--- src/rtl/uart_rx_pkg.sv ---
// Shared constants and helpers for the UART receive path.
package uart_rx_pkg;

    localparam int unsigned DataBits = 8;

    // Width of a counter that has to reach n-1; never narrower than one bit.
    function automatic int unsigned cnt_width(input int unsigned n);
        int unsigned w;
        w = 1;
        if (n > 1) begin
            w = $clog2(n);
        end
        return w;
    endfunction

endpackage

--- src/rtl/sync_2ff.sv ---
// Two-flop synchronizer for a single asynchronous input, with a chosen reset level.
module sync_2ff #(
    parameter logic RESET_VAL = 1'b1
) (
    input  logic clk,
    input  logic rst,
    input  logic d_i,
    output logic q_o
);

    logic meta_q;
    logic sync_q;

    // Shift the raw input through two flops to settle metastability.
    always_ff @(posedge clk or posedge rst) begin
        if (rst) begin
            meta_q <= RESET_VAL;
            sync_q <= RESET_VAL;
        end else begin
            meta_q <= d_i;
            sync_q <= meta_q;
        end
    end

    assign q_o = sync_q;

endmodule

--- src/rtl/uart_rx.sv ---
// 8N1 oversampling UART receiver: byte strobes on good frames, framing-error strobes otherwise.
module uart_rx
    import uart_rx_pkg::*;
#(
    parameter int unsigned CLOCKS_PER_BAUD = 8
) (
    input  logic                clk,
    input  logic                rst,
    input  logic                rx_i,
    output logic [DataBits-1:0] data_o,
    output logic                valid_o,
    output logic                framing_error_o
);

    localparam int unsigned     Half    = CLOCKS_PER_BAUD / 2;
    localparam int unsigned     CntW    = cnt_width(CLOCKS_PER_BAUD);
    localparam logic [CntW-1:0] CntHalf = CntW'(Half - 1);
    localparam logic [CntW-1:0] CntLast = CntW'(CLOCKS_PER_BAUD - 1);
    localparam logic [2:0]      IdxLast = 3'(DataBits - 1);

    typedef enum logic [2:0] {
        StWaitIdle,
        StIdle,
        StStart,
        StData,
        StStop
    } state_e;

    state_e              state_q, state_d;
    logic [CntW-1:0]     clk_cnt_q, clk_cnt_d;
    logic [2:0]          bit_idx_q, bit_idx_d;
    logic [DataBits-1:0] shift_q, shift_d;
    logic [DataBits-1:0] data_q, data_d;
    logic                valid_q, valid_d;
    logic                ferr_q, ferr_d;
    // After reset the synchronizer shows its reset level, not the line; this
    // marks when two real line samples have reached rx_s.
    logic [1:0]          prime_q;
    logic                rx_s;

    sync_2ff #(
        .RESET_VAL(1'b1)
    ) u_sync (
        .clk(clk),
        .rst(rst),
        .d_i(rx_i),
        .q_o(rx_s)
    );

    // Next-state logic: sample at mid-start, then once per bit period after that.
    always_comb begin
        state_d   = state_q;
        clk_cnt_d = clk_cnt_q + 1'b1;
        bit_idx_d = bit_idx_q;
        shift_d   = shift_q;
        data_d    = data_q;
        valid_d   = 1'b0;
        ferr_d    = 1'b0;
        unique case (state_q)
            StWaitIdle: begin
                if (prime_q[1] && rx_s) state_d = StIdle;
            end
            StIdle: begin
                if (!rx_s) state_d = StStart;
            end
            StStart: begin
                bit_idx_d = '0;
                if (clk_cnt_q == CntHalf) state_d = rx_s ? StIdle : StData;
            end
            StData: begin
                if (clk_cnt_q == CntLast) begin
                    clk_cnt_d          = '0;
                    shift_d[bit_idx_q] = rx_s;
                    if (bit_idx_q == IdxLast) state_d = StStop;
                    else bit_idx_d = bit_idx_q + 3'd1;
                end
            end
            StStop: begin
                if (clk_cnt_q == CntLast) begin
                    if (rx_s) begin
                        data_d  = shift_q;
                        valid_d = 1'b1;
                        state_d = StIdle;
                    end else begin
                        ferr_d  = 1'b1;
                        state_d = StWaitIdle;
                    end
                end
            end
            default: state_d = StWaitIdle;
        endcase
        if (state_q == StIdle || state_q == StWaitIdle || state_d != state_q) clk_cnt_d = '0;
    end

    // State and output registers.
    always_ff @(posedge clk or posedge rst) begin
        if (rst) begin
            state_q   <= StWaitIdle;
            clk_cnt_q <= '0;
            bit_idx_q <= '0;
            shift_q   <= '0;
            data_q    <= '0;
            valid_q   <= 1'b0;
            ferr_q    <= 1'b0;
            prime_q   <= '0;
        end else begin
            state_q   <= state_d;
            clk_cnt_q <= clk_cnt_d;
            bit_idx_q <= bit_idx_d;
            shift_q   <= shift_d;
            data_q    <= data_d;
            valid_q   <= valid_d;
            ferr_q    <= ferr_d;
            prime_q   <= {prime_q[0], 1'b1};
        end
    end

    assign data_o          = data_q;
    assign valid_o         = valid_q;
    assign framing_error_o = ferr_q;

endmodule

--- config.mk ---
export PLATFORM = sky130hd
export DESIGN_NAME = uart_rx
export DESIGN_NICKNAME = d
export VERILOG_FILES = /design/src/rtl/uart_rx_pkg.sv /design/src/rtl/sync_2ff.sv /design/src/rtl/uart_rx.sv
export SDC_FILE = /design/constraint.sdc
export NUM_CORES = 1
export LEC_CHECK = 0
export CORE_MARGIN = 3
export CORE_UTILIZATION = 35
export DETAILED_ROUTE_END_ITERATION = 7
export SYNTH_ARGS = -nofsm -noshare
export SYNTH_HDL_FRONTEND = slang
export SYNTH_SLANG_ARGS = --single-unit
--- constraint.sdc ---
create_clock -name clk -period 5.6 [get_ports clk]
set_clock_uncertainty 0.15 [all_clocks]
set_input_delay 0.84 -clock clk [delete_from_list [all_inputs] [get_ports clk]]
set_output_delay 0.84 -clock clk [all_outputs]
set_load 0.1 [all_outputs]
# Word level (Yosys, flattened, before mapping)
# Cells that the tools add are included.
# word_totals
romBits	0
input_bits	3
mem_bits_rw	0
latch_bits	0
word_cells	57
output_inout_bits	10
mem_count	0
reg_bits	31
# op_classes
addsub	2
bitwise_logic	0
muxes	24
shift	0
order_cmp	2
reduce_logical	9
multipliers	0
div_mod_pow	0
n_eq_ne	10
# op_table
op	count
2-to-1 mux 3 bit	11
one-hot mux 3 bit (5 select lines)	1
equality test 3 x 2 -> 1 bit (second input constant)	3
equality test 3 bit (second input constant)	3
bitwise mux 8 bit	1
2-to-1 mux 1 bit	8
adder 3 x 1 -> 3 bit (second input constant)	2
one-hot mux 3 bit (2 select lines)	1
AND reduction 3 bit	2
less-than comparator 3 x 4 -> 1 bit (second input constant)	1
!= test 2 bit (second input constant)	2
demux 1 bit (select 3 bit)	1
equality test 3 x 1 -> 1 bit (second input constant)	1
greater-or-equal comparator 3 x 1 -> 1 bit (second input constant)	1
zero test 3 bit	1
!= test 3 bit	1
logical AND 1 bit	2
logical OR 1 bit	2
2-to-1 mux 2 bit	1
AND reduction 2 bit	1
nonzero test 2 bit	1

# Logic depth before layout (Yosys ltp)
# Gate-level depths: netlist of the first run.
# depth
ltp_word	7
ltp_mapped	5
mapped_depth_nobuf	5

# Modules after synthesis
# Synthesis of the first run repeated with hierarchy kept, for this count alone.
# unflattened
cells_unflattened	117
area_unflattened_um2	1431.4
# by_module_without_submodules
mod	area_each_um2	cells_per_inst	instances	seq_area_each_um2
uart_rx	1375.1	114	1	725.7
sync_2ff	56.3	3	1	52.6

# Least setup slack after synthesis of the first run
# OpenSTA, ideal clock, no wires.
# synth_path
path_kind	register to output
from	register data_q[0], in the netlist data_o[0]
to	output port data_o[0]
arrival_time_ns	0.898
slack_ns	3.712
stages_incl_launch_ff	1
required_ns	4.610
path_cell_list	dfrtp_1
# synth_rtl
element	line_no	source
start, declared	uart_rx.sv:33	logic [DataBits-1:0] data_q, data_d;
start signal, assigned	uart_rx.sv:111	data_q <= data_d;
end, declared	uart_rx.sv:10	output logic [DataBits-1:0] data_o,
# No word-level cell between the ends.

# Worst setup path after layout of the first run
# layout_path
from	register data_q[3], in the netlist data_o[3]
to	output port data_o[3]
# No word-level cell between the ends.

==> results of run 1 <==
[per-layer routing]
metal,wire length (um),GRT usage,part of all wire,up-vias
met5,0,0,0,-
met4,40,0.0438,0.016,0
met3,95,0.0337,0.038,6
met2,1110,0.165,0.44,17
met1,1250,0.155,0.50,449
li1,-,-,-,448
[final cells by class]
cell class,instances,area share
multi-input cells,74,0.385
clock inverters,3,0.00866
repair buffers,12,0.0693
flip-flops and latches,31,0.449
well taps,50,0.0361
clock buffers,5,0.0397
inverters,6,0.0130
[kinds of logic after synthesis]
group,after synthesis
AOI/OAI and AO/OA,21
adders and majority gates,6
buffers and inverters,12
DFF,31
muxes,13
other,1
and+or+nand+nor,33
[final timing paths]
| kind | endpoint | cells past startpoint | slack [ns] |
|---|---|---|---|
| max reg2reg | data_o[7] | 3 | 3.71 |
| min reg2reg | prime_q[1] | 0 | 0.20 |
| min | prime_q[1] | 0 | 0.20 |
| max | data_o[3] | 1 | 2.83 |
| max in group asynchronous | data_o[7] | 2 | 3.60 |
| min in group asynchronous | data_o[2] | 2 | 1.01 |
[registers in the layout, summed over array words and instances (netlist names), 2 cells and up]
| signal | count |
|---|---|
| clk_cnt_q | 3 |
| shift_q | 8 |
| data_o | 8 |
| prime_q | 2 |
| state_q | 3 |
| bit_idx_q | 3 |
[power groups by stage]
stage               registers [W]  logic (W)  clock network (W)
global route             0.000286   0.000101           0.000184
finish                   0.000280  0.0000880           0.000166
global placement         0.000283  0.0000868                  0
detailed placement       0.000285  0.0000900                  0
CTS                      0.000280  0.0000898           0.000172
floorplan                0.000261  0.0000982                  0
[layout by cell type (no fill, tap or decap), types with 2 or more instances in the layout]
| master | synthesis | final |
|---|---|---|
| inv_1 | 6 | 6 |
| o21bai_1 | 2 | 2 |
| nand2_1 | 6 | 6 |
| mux2_4 | 7 | 7 |
| nor3b_2 | 2 | 2 |
| nand2b_1 | 3 | 3 |
| nand3b_1 | 3 | 3 |
| clkdlybuf4s50_1 | 0 | 12 |
| o21ai_0 | 4 | 4 |
| nor3_1 | 3 | 3 |
| nor2_1 | 4 | 4 |
| a211oi_2 | 2 | 2 |
| ha_1 | 6 | 6 |
| dfstp_2 | 2 | 2 |
| a22o_1 | 5 | 5 |
| o31ai_1 | 4 | 4 |
| clkbuf_8 | 0 | 5 |
| nor4_2 | 2 | 2 |
| nand3_1 | 2 | 2 |
| mux2_2 | 6 | 6 |
| nor4b_2 | 2 | 2 |
| dfrtp_1 | 29 | 29 |
| clkinv_2 | 0 | 3 |
[through the flow]
step                power, W   util  std cells  setup WS, ns
finish              0.000535  0.424        181          2.83
detailed placement  0.000375  0.404        173          3.13
global route        0.000571  0.424        181          2.80
global placement    0.000370  0.404        173          3.15
CTS                 0.000542  0.424        181          2.82
floorplan           0.000359      -        117          3.71
==> results.cfg, run 1 <==
[setup_path]
required_ns = 4.61
crit_fanout = 2
crit_buf_inv = 1
critPathArrivalTime_ns = 1.78
cp_top_family = buffers and inverters
cp_slowest_cell = clkdlybuf4s50_1
criticalPathCategory = register to primary output
max_stage_delay_ns = 1.13
cp-startpoint = data_o[3]
cp-end-kind = primary output
r2r_start = state_q[0]
crit_path_start_kind = register
cp_cell_sequence = clkdlybuf4s50_1

[finish]
area_delta_synth_final_pct = 14.7
nNetsFinal = 139
regArea_um2 = 778
fillers = 388
drive_gt1_frac = 0.267
stdcell_area_um2 = 1730
diodes = 0
multi_input_area_um2 = 667

[detailed_routing]
num_vias = 920
vias_per_cell = 5.08
antenna_left = 0
wire_per_inst_um = 13.8
drcViolationCount = 0
drt_first_pass_iters = 4
drtIter0Drc = 39
finalWirelength_mm = 2.49

[clocking]
post_cts_buffers = 0
cts_resized = 0
clk_latency_ns = 0.28
cts_buffers = 5
cts-root-buf = clkbuf_8
htree_num_levels = 2
cts_tree = yes
cts_buffer_depth = 2
cts.sinks = 31
path_clk_slew_ns = 0.07
hold_buffers = 0

[placed_design]
port_buffers = 12
placed_area_um2 = 1650
place_congestion = 0.852
dp_hpwl_mm = 1.70

[logic_synthesis]
synth_edf_count = 0
synthMuxAreaShare = 0.114
ys_top_cells_by_count = dfrtp_1 (29), mux2_4 (7)
async_flop_share = 1.00
ys_warn_count = 0
postSynthAreaPerCell_um2 = 12.9
syn_area_um2 = 1510
synth_top_family_by_area = simple AND/OR/NAND/NOR gates
yosysSeqAreaShare = 0.515
synth_fp_nets = 126
synth_simple_gate_area_frac = 0.165
synth_adder_area_share = 0.0497
postSynthCellCount = 117
synth.ff_latch_count = 31
synthDominantCellAreaShare = 0.480
yosys.area.top_type = dfrtp_1
synth_compound_gate_area_share = 0.110
synth_xor_area_frac = 0
synth_flop_cell = dfrtp_1
synth_cell_types = 35
synth_area_leaders = dfrtp_1 (48%), mux2_4 (7.0%), ha_1 (5.0%)
post-synth-top-count-cell = dfrtp_1

[global_route]
antenna_found_initial = 0
grt_max_degree = 32
overflow = 0
grt_use_total = 0.112
grt_first_pass_wirelength_mm = 4.50
grt_pass1_vias = 961

[outcome]
status = finished clean

[pwr]
power_density_nw_per_um2 = 308
clockPowerShare = 0.311
pwr-share-comb = 0.165
p_int_w = 0.000372
leakagePower_nw = 0.761
ir_worst_vdd_uv = 167
switching_power_w = 0.000163
p_seq_frac = 0.524
switching_share = 0.304

[timing]
setup_viol = 0
tightest_slew_ns = 1.14
post-route-period-util = 0.494
report.final.hold_viol_count = 0
relSlewSlack = 0.238
fin_crit_ns = 2.77
maxSlewViolCount = 0
max_freq_ghz = 0.361
setup_tns_ns = 0
rsz0062_at_grt = false
hold_ws_ns = 0.202

[floorplanning]
die_w_um = 71.7
boundaryPins = 13
start_util = 0.370
rows = 23
fp.coreArea_um2 = 4090
die_h_um = 71.7
die_area_um2 = 5140

[hold_path]
hold_path.class = register to register
hp-start = prime_q[0]

[job]
max_cap_violations = 0
Power figures use the tool's default switching activity.
==> run 2: changes to the inputs <==
Clock period 5.6 ns to 2.6 ns, I/O delays scaled along.
==> run 2 against run 1 <==
- wire length grew 3.1%
- clock-buffer cell count grew 1
- clock power grew to 2.9 times the previous value
- sequential power grew 120%
- worst setup slack lost 2.1 ns
- global-route usage grew 0.25 points
- die area is the same
- critical endpoint is now bit_idx_q[0]
==> results.cfg, run 2 (synthesized netlist as in run 1, its figures left out) <==
[outcome]
status = finished clean

[clocking]
cts_resized = 0
cts.sinks = 31
cts_buffers = 5
cts_tree = yes
cts_buffer_depth = 2
htree_num_levels = 2
hold_buffers = 0
clk_latency_ns = 0.28
post_cts_buffers = 0
cts-root-buf = clkbuf_8
path_clk_slew_ns = 0.07

[timing]
tightest_slew_ns = 0.515
maxSlewViolCount = 0
fin_ws_ns = 0.707
rsz0062_at_grt = false
post-route-period-util = 0.728
setup_tns_ns = 0
setup_viol = 0
report.final.hold_viol_count = 0
max_freq_ghz = 0.528
relSlewSlack = 0.657
fin_crit_ns = 1.89

[placed_design]
numPlacedInstances = 174
dp_slack_ns = 0.722
place_congestion = 0.733
port_buffers = 12
placed_area_um2 = 1630
dp_hpwl_mm = 1.79

[setup_path]
cp-end-kind = register
required_ns = 2.62
cp_top_family = flip-flops
worstSetupPathDepth = 5
r2r_start = bit_idx_q[0]
rrSetupSlack_ns = 0.71
criticalPathCategory = register to register
rr_worst_depth = 5
crit_buf_inv = 0
cp_slowest_cell = dfrtp_1
cp_common_cell = ha_1
cp_cell_sequence = ha_1 -> ha_1 -> and4bb_2 -> mux2_2 -> a22o_1
crit_fanout = 9
critPathArrivalTime_ns = 1.91
max_stage_delay_ns = 0.54
crit_path_start_kind = register
r2r-end = bit_idx_q[0]

[finish]
drive_gt1_frac = 0.348
layout_commonest_cell = dfrtp_1
final_cell_mix = dfrtp_1 (29), buf_4 (11), mux2_4 (7)
nNetsFinal = 140
stdcell_area_um2 = 1750
area_delta_synth_final_pct = 15.8
diodes = 0
fin_cells = 182

[detailed_routing]
drcViolationCount = 0
num_vias = 934
wire_per_inst_um = 14.1
vias_per_cell = 5.13
drt_first_pass_iters = 4
antenna_left = 0
drtIter0Drc = 80
finalWirelength_mm = 2.57

[hold_path]
hold_depth = 0
holdPathEnd = prime_q[1]
hp-start = prime_q[0]
hold_path.class = register to register

[pwr]
ir_worst_vdd_uv = 387
leakagePower_nw = 0.800
power_density_nw_per_um2 = 729

[global_route]
grt_pass1_vias = 987
antenna_found_initial = 0
grt_use_total = 0.115
grt_first_pass_wirelength_mm = 4.60
overflow = 0
grt_max_degree = 32

[floorplanning]
rows = 23
die_w_um = 71.7
die_h_um = 71.7
die_area_um2 = 5140
boundaryPins = 13
fp.coreArea_um2 = 4090
start_util = 0.370

[job]
max_cap_violations = 0
## run 2: cell count changes in the layout (fill, tap and decap cells not counted), sizes merged
| cell | previous run | this run |
|---|---|---|
| buf | 0 | 11 |
| bufinv | 0 | 1 |
| clkinv | 3 | 1 |
| clkbuf | 5 | 6 |
| clkdlybuf4s50 | 12 | 2 |
## run 2: area by class of cell
class | instances | area (um^2)
multi-input cells | 74 | 667
flip-flops and latches | 31 | 778
clock inverters | 2 | 35.0
inverters | 6 | 22.5
repair buffers | 13 | 103
clock buffers | 6 | 82.6
well taps | 50 | 62.6
fillers | 378 | 2340
## run 2: worst max path at each step
stage	start	end	slack, ns
after global placement	bit_idx_q[0]	bit_idx_q[0]	0.76
after floorplan	clk_cnt_q[0]	bit_idx_q[0]	0.85
after CTS	clk_cnt_q[0]	bit_idx_q[0]	0.70
after detailed placement	clk_cnt_q[0]	bit_idx_q[0]	0.72
final	bit_idx_q[0]	bit_idx_q[0]	0.71
after global routing	bit_idx_q[0]	bit_idx_q[0]	0.58
## run 2: worst register-to-register path, stage by stage, from the launching register on
cell	delay (ns)
dfrtp_1	0.54
ha_1	0.21
ha_1	0.17
and4bb_2	0.27
mux2_2	0.27
a22o_1	0.18
## run 2: through the flow
stage / hold WS (ns) / power, W / util
2_1_floorplan: 0.181 / 0.000773 / -
3_3_place_gp: 0.185 / 0.000797 / 0.400
3_5_place_dp: 0.189 / 0.000807 / 0.400
4_1_cts: 0.204 / 0.00129 / 0.428
5_1_grt: 0.207 / 0.00136 / 0.428
6_report: 0.201 / 0.00128 / 0.428
## run 2: where the power goes
| part | leakage, nW | switching, W | internal (W) |
|---|---|---|---|
| sequential | 0.416 | 0.0000818 | 0.000522 |
| combinational | 0.323 | 0.0000931 | 0.0000969 |
| clock | 0.0612 | 0.000172 | 0.000310 |
| total | 0.800 | 0.000347 | 0.000929 |
## run 2: routing by layer
layer	routed length, um	GRT usage
met1	1230	0.150
met2	1200	0.177
met3	101	0.0435
met4	31	0.0376
met5	0	0
